## config.mk

```make
export PLATFORM = sky130hd
export DESIGN_NAME = old_control_logic
export DESIGN_NICKNAME = d
export VERILOG_FILES = /design/src/rtl/old_control_logic.sv
export SDC_FILE = /design/constraint.sdc
export NUM_CORES = 1
export LEC_CHECK = 0
export CAP_MARGIN = 20
export CORE_AREA = 2 2 39 41
export DETAILED_ROUTE_END_ITERATION = 8
export DIE_AREA = 0 0 41 43
export SYNTH_ARGS = -nofsm -noshare
export SYNTH_HDL_FRONTEND = slang
export SYNTH_SLANG_ARGS = --single-unit
```

## constraint.sdc

```tcl
create_clock -name clk -period 0.8 [get_ports clk]
set_input_delay 0.12 -clock clk [delete_from_list [all_inputs] [get_ports clk]]
set_output_delay 0.12 -clock clk [all_outputs]
set_load 0.005 [all_outputs]
```

## src/rtl/old_control_logic.sv

```systemverilog
//------------------------------------------------------------------------------
// old_control_logic : registered MIPS main-control decoder (opcode -> datapath controls)
// Revision 1.0
//------------------------------------------------------------------------------
`default_nettype none

module old_control_logic (
  input  logic       clk,
  input  logic       reset,
  input  logic [5:0] opcode,
  output logic       ALUsrc,
  output logic [1:0] ALUop,
  output logic       RegDst,
  output logic       MemWrite,
  output logic       MemRead,
  output logic       Beq,
  output logic       Bne,
  output logic       Jump,
  output logic       MemToReg,
  output logic       RegWrite
);

  localparam logic [5:0] OP_RTYPE = 6'b000000;
  localparam logic [5:0] OP_LW    = 6'b100011;
  localparam logic [5:0] OP_SW    = 6'b101011;
  localparam logic [5:0] OP_BEQ   = 6'b000100;
  localparam logic [5:0] OP_BNE   = 6'b000101;
  localparam logic [5:0] OP_J     = 6'b000010;
  localparam logic [5:0] OP_ADDI  = 6'b001000;

  // Control bundle bit order:
  // [10] ALUsrc [9:8] ALUop [7] RegDst [6] MemWrite [5] MemRead
  // [4] Beq [3] Bne [2] Jump [1] MemToReg [0] RegWrite
  logic [10:0] ctrl_d;
  logic [10:0] ctrl_q;

  always_comb begin
    ctrl_d = 11'b0;
    // An X opcode matches no item and falls to the all-zero NOP default.
    case (opcode)
      OP_RTYPE: ctrl_d = 11'b0_10_1_0_0_0_0_0_0_1;
      OP_LW:    ctrl_d = 11'b1_00_0_0_1_0_0_0_1_1;
      OP_SW:    ctrl_d = 11'b1_00_0_1_0_0_0_0_0_0;
      OP_BEQ:   ctrl_d = 11'b0_01_0_0_0_1_0_0_0_0;
      OP_BNE:   ctrl_d = 11'b0_01_0_0_0_0_1_0_0_0;
      OP_J:     ctrl_d = 11'b0_00_0_0_0_0_0_1_0_0;
      OP_ADDI:  ctrl_d = 11'b1_00_0_0_0_0_0_0_0_1;
      default:  ctrl_d = 11'b0;
    endcase
  end

  always_ff @(posedge clk or posedge reset) begin
    if (reset) begin
      ctrl_q <= 11'b0;
    end else begin
      ctrl_q <= ctrl_d;
    end
  end

  assign ALUsrc   = ctrl_q[10];
  assign ALUop    = ctrl_q[9:8];
  assign RegDst   = ctrl_q[7];
  assign MemWrite = ctrl_q[6];
  assign MemRead  = ctrl_q[5];
  assign Beq      = ctrl_q[4];
  assign Bne      = ctrl_q[3];
  assign Jump     = ctrl_q[2];
  assign MemToReg = ctrl_q[1];
  assign RegWrite = ctrl_q[0];

endmodule

`default_nettype wire

```

### Word-level counts from Yosys, hierarchy flattened

Cells that the tools add are included.

* flip-flop bits (word level): 11
* output and inout port bits: 11
* word-level logic and storage cells: 9

* equal/unequal tests: 6
* mux-type cells: 1
* reductions and logical operators: 1

Operators by type and width (number)
* $pmux 11 s7: 1
* $eq 6x3->1 const B: 2
* $eq 6x6->1 const B: 2
* $eq 6x2->1 const B: 1
* $eq 6x4->1 const B: 1
* $logic_not 6->1: 1

### Longest topological paths before layout

* depth after elaboration: 2
* gate-level depth with buffers: 2
* depth with buffers taken out: 2

### Worst setup path after synthesis

Ideal clock, no wire load.

* kind: input to register
* start point: input port opcode[5]
* end point: register ctrl_q[10]
* arrival time: 0.850 ns
* setup slack: -0.137 ns
* stages: 2
* path buffers: 0
* path through: or4b_1 > a211oi_2

* longest elaborated chain between the ends: 2
* elaborated cells between the ends (all ways): 8
* those cells by class: 6 x eq/ne; 1 x mux; 1 x reduce/logical

Ends and longest elaborated chain
* start, declared: line 10 `input logic [5:0] opcode,`
* $eq 6x4->1 (tied with other cells): line 40 `case (opcode)`
* $pmux 11 s7 *: line 40
* via ctrl_d[10]: line 34 `logic [10:0] ctrl_d;`
* end signal, assigned: line 56 `ctrl_q <= ctrl_d;`
* end, declared: line 35 `logic [10:0] ctrl_q;`

The timed path passes the listed nets; every way through them passes the cells marked *.

==> results.toml <==
[route]
firstDrtPassIters = 4
postRouteAntennaNets = 0
vias = 326
wl_per_cell_um = 10.8
drc_errors = 0
avgViaCountPerCell = 4.47
drt-initial-drc-count = 4
totalWireLength_um = 785

[cts]
root_buffer = "clkbuf_4"
cts_tree = "built"
clkSinkCount = 9
path_clk_slew_ps = 60
htree_levels = 1
cts_buffers = 3
ctsLongestPathBuffers = 2

[logic_synthesis]
synth_most_common_cell = "dfrtp_1"
yosys_warnings = 0
yosys-top-cells-count = "9 x dfrtp_1, 3 x nor2_1, 2 x buf_4, 2 x nor4_1"
synth_top_area_share_pct = 61.4
syn-cell-area_um2 = 367
ys_types = 17
avgSynthCellArea_um2 = 12.6
synth.area.top_cells = "dfrtp_1 61%, buf_4 4.1%, a211oi_2 3.4%"
ys_seq_elements = 9
synth-async-reset-ratio_pct = 100
synth_flop_cell = "dfrtp_1"
yosysTopAreaCell = "dfrtp_1"
syn_nets = 37
syn_inst = 29
synth_edf_count = 0
ys_seq_area_share_pct = 61.4

[global_route]
grt_max_degree = 10
grt_pass1_wl_mm = 1.40
grt_remaining_overflow = 0
gr-usage-all-layers_pct = 12.8
grt_antenna_before_repair = 0
grt_pass1_vias = 338

[worst_setup_path]
crit_buf_inv = 1
worst-setup-path-type = "register to primary output"
crit_path_max_fanout = 2
start_kind = "register"
cpLargestDelayFamily = "flip-flops"
required_ps = 680
arrival_ps = 740
critPathSlowestCell = "dfrtp_1"
crit_path_max_incr_delay_ps = 370
crit_path_end_kind = "primary output"
cp_cell_sequence = "buf_2"

[final_layout]
nets = 66
largest_register_ffs = 9
fin_cells = 73
fin_util_pct = 45.0
layout-drive-gt1-share_pct = 61.4
diodes = 0
multiInputGateArea_um2 = 170
top_register = "ctrl_q"
fillers = 163
regArea_um2 = 225
top_regs = "ctrl_q: 9 flops"
area_growth_pct = 70.0

[floorplanning]
die_area_mm2 = 0.00176
die_w_um = 41
rows = 14
die_h_um = 43
core_area_mm2 = 0.00138
num_io_pins = 19
start_util_pct = 26.5

[sta]
rsz0062_at_grt = "true"
period_share_pct = 108
finalWorstSetupSlack_ps = -60.6
finalSetupViolCount = 11
worstMarginPinSlew_ps = 322
clock.fmax_mhz = 1160
slew_viol_final = 0
relSlewSlack_pct = 78.5
hold_violations = 0
finalCriticalPeriod_ps = 861
fin_hold_ws_ps = 120

[outcome]
violations = "negative setup slack"
status = "complete, but fails checks"

[placement]
dp_hpwl_um = 591
place_inst = 68
place.gp.congestion = 0.724
io_buffers = 18
post-place-ws_ps = -607

[flow_run]
drv_cap = 0

[power]
power_density_mw_per_mm2 = 1500
p_leak_nw = 0.318
ir_drop_mv = 0.602

[min_path]
hold_path_class = "primary input to asynchronous set/reset pin"
logic make-up (layout without fill, tap and decap cells):
| logic type | count (synthesis) | count (layout) | synth area share (%) |
|---|---|---|---|
| compound gates | 2 | 2 | 5.46 |
| buf+inv | 3 | 31 | 5.12 |
| simple gates | 15 | 15 | 28.0 |
| flops | 9 | 9 | 61.4 |
worst max path at each step:
stage	from	slack [ps]	cells after the start	endpoint
after floorplan	opcode[5]	-100	2	ctrl_q[10]$_DFF_PP0_
after global placement	opcode[5]	-590	3	ctrl_q[10]$_DFF_PP0_
after detailed placement	opcode[5]	-610	3	ctrl_q[10]$_DFF_PP0_
after CTS	ctrl_q[5]$_DFF_PP0_	-80	1	MemToReg
after global routing	ctrl_q[5]$_DFF_PP0_	-110	1	MemRead
final	ctrl_q[5]$_DFF_PP0_	-60	1	MemToReg
power by group:
group / switching [mW] / total (mW) / leakage [nW] / internal [mW]
combinational: 0.0643 / 0.139 / 0.178 / 0.0745
clock: 0.144 / 0.335 / 0.0150 / 0.191
sequential: 0.00130 / 0.463 / 0.125 / 0.461
final cells by class:
| cell class | instances | area share, % |
|---|---|---|
| Sequential cell | 9 | 36.1 |
| Timing Repair Buffer | 26 | 28.5 |
| Multi-Input combinational cell | 17 | 27.3 |
| Clock buffer | 4 | 4.22 |
| Tap cell | 16 | 3.21 |
| Inverter | 1 | 0.602 |
per-layer routing:
layer	vias up	global-route usage, %	wire length, µm	part of all wire, %
met4	0	14.0	0	0
met1	147	12.6	317	40
met3	0	5.24	59	7.5
met5	-	0	0	0
met2	15	17.8	408	52
li1	164	-	-	-
layout by cell type, fill, tap and decap left out:
| master | n |
|---|---|
| clkdlybuf4s15_1 | 1 |
| or4b_4 | 1 |
| nor4b_2 | 1 |
| dfrtp_1 | 9 |
| dlygate4sd2_1 | 2 |
| inv_1 | 1 |
| buf_6 | 2 |
| buf_4 | 7 |
| nor2_1 | 3 |
| nand3_1 | 1 |
| clkbuf_1 | 1 |
| nand4b_1 | 1 |
| and4b_1 | 1 |
| a211oi_2 | 2 |
| nor4bb_2 | 1 |
| or3_4 | 1 |
| clkbuf_4 | 3 |
| nor3_2 | 1 |
| nor4_1 | 1 |
| or4_4 | 1 |
| buf_2 | 13 |
| nand2b_4 | 1 |
| clkdlybuf4s50_1 | 1 |
| nor4_2 | 1 |
repair_timing:
action                     in CTS  in global routing
hold buffers                    0                  0
setup endpoints to repair      20                 14
pin swaps                       5                  3
cloned                          0                  0
setup buffers                   1                  0
gates resized for setup        66                  2
through the flow:
stage	setup TNS (ps)	cell area [µm²]	power, mW
floorplan	-141	379	0.505
finish	-535	623	0.936
global placement	-5430	617	0.606
global route	-1030	623	1.00
detailed placement	-5590	617	0.607
CTS	-698	609	0.947
No activity file was read; power rests on OpenSTA's default activity.
==> variant: new RTL, config.mk and constraints unchanged <==
Add an input register stage for `opcode`; this delays it by one clock. Comments in the files are not updated.
--- a/src/rtl/old_control_logic.sv
+++ b/src/rtl/old_control_logic.sv
@@ -29,4 +29,10 @@
   localparam logic [5:0] OP_ADDI  = 6'b001000;
 
+  logic [5:0] opcode_q;
+
+  always_ff @(posedge clk) begin
+    opcode_q <= opcode;
+  end
+
   // Control bundle bit order:
   // [10] ALUsrc [9:8] ALUop [7] RegDst [6] MemWrite [5] MemRead
@@ -38,5 +44,5 @@
     ctrl_d = 11'b0;
     // An X opcode matches no item and falls to the all-zero NOP default.
-    case (opcode)
+    case (opcode_q)
       OP_RTYPE: ctrl_d = 11'b0_10_1_0_0_0_0_0_0_1;
       OP_LW:    ctrl_d = 11'b1_00_0_0_1_0_0_0_1_1;
Function: changed (Yosys sat finds a counterexample within 4 cycles, from zero or initial values and one cycle with reset high).
==> variant against the original RTL <==
The run still ends with setup timing left; count of clock-buffer cells in the layout unchanged; total power rose by 43%; area after synthesis is 32% higher; combinational power fell by 6%; fmax shrank 25%; global-route usage rose by 0.41 points; sequential cell count grew 6; hold slack worse by 0.039 ns; wire length up 16%; via count grew 11%; final area is 24% higher; critical path depth grew 1; worst setup slack worse by 0.28 ns; largest cell class unchanged; highest routed layer is now met4.
==> variant: results (changes against the original RTL) <==
outcome:
  outcome: "finished, violations left"
  violations: "setup timing"
finish:
  design_area_um2: 773  # +24%
  final_cells: 77  # +5.5%
  clkCellAreaFrac_pct: 3.40  # -0.82 points
  seqCellArea_um2: 355  # +58%
  nNetsFinal: 70  # +6.1%
  reg_top3: "ctrl_q x9, opcode_q x6"
  drive_gt1_share_pct: 65.6  # +4.2 points
  numSequentialCells: 15  # +6
  nonClkBufAreaFrac_pct: 24.9  # -3.6 points
  multi_input_gates: 15  # -2
  multi_input_area_share_pct: 22.7  # -4.7 points
yosys:
  synth_area_um2: 484  # +32%
  synthTopCellsByArea: "dfrtp_1, dfxtp_1, nor3b_2, buf_4, or4_1"
  synthTopCellsByCount: "dfrtp_1, dfxtp_1"
  synth-compound-area-share_pct: 3.88  # -1.6 points
  syn_nets: 41  # +11%
  syn_avg_cell_area_um2: 14.7  # +16%
  ys_seq_area_share_pct: 71.3  # +9.9 points
  synthArstFlopShare_pct: 60.0  # -40 points
critical_path:
  critPathLaunch: "opcode_q[5]"
  crit_fanout: 4  # +2
  cp_top_family: "simple AND/OR/NAND/NOR gates"
  max_stage_delay_ns: 0.54  # +0.17 ns
  crit_slowest_cell: "or4_4"
  cp.arrival_ns: 1.34  # +0.60 ns
timing:
  final-setup-viol-count: 20  # +9
  setup_ws_ns: -0.343  # -0.282 ns
route:
  dr_wl_met2_um: 531  # +30%
  drt-total-wl_um: 909  # +16%
  dr.pass1.iters: 1  # -3
  wl_met3_um: 90  # +53%
  dr.max_layer_used: "met4"
  routed_via_density: 4.70  # +5.3%
power_and_ir_drop:
  p_comb_share_pct: 9.7  # -5.1 points
  p_switching_mw: 0.288  # +37%
  ir_drop_uv: 1100  # +83%
global_routing:
  grt_usage_pct: 13.2  # +0.41 points
  grt_use_met2_pct: 23.1  # +5.3 points
  grt_pass1_wl_um: 1440  # +3.0%
  grt_pass1_vias: 360  # +6.5%
cts:
  cts_resized: 48  # -27%
  cts_setup_buffers: 0  # -1
  clk_pin_slew_ns: 0.08  # +0.02 ns
placed_design:
  dpl.cell_count: 71  # +4.4%
  dp_hpwl_um: 634  # +7.3%
  pre_cts_slack_ns: -0.329  # +0.278 ns
==> variant: cell types whose count changed in the layout (fill, tap and decap cells not counted), moves of 2 or more <==
| cell | before | now |
|---|---|---|
| clkdlybuf4s50_1 | 1 | 7 |
| dfxtp_2 | 0 | 5 |
| buf_2 | 13 | 10 |
| dlygate4sd2_1 | 2 | 0 |
| nor2_1 | 3 | 1 |
| nor3b_2 | 0 | 2 |
==> variant: worst min-delay path by stage <==
stage | startpoint | endpoint | slack, ns | depth (start not counted)
2_1_floorplan | reset | ctrl_q[0] | -0.05 | 1
3_3_place_gp | reset | ctrl_q[10] | 0.38 | 2
3_5_place_dp | reset | ctrl_q[4] | 0.39 | 2
4_1_cts | reset | ctrl_q[8] | 0.08 | 2
5_1_grt | reset | ctrl_q[8] | 0.1 | 2
6_report | reset | ctrl_q[8] | 0.08 | 2
==> variant: kinds of logic (layout without fill, tap and decap cells) <==
kind of cell	count (synthesis)	after routing
AOI/OAI and AO/OA	2	2
buffers and inverters	3	31
DFF	15	15
and+or+nand+nor	13	13
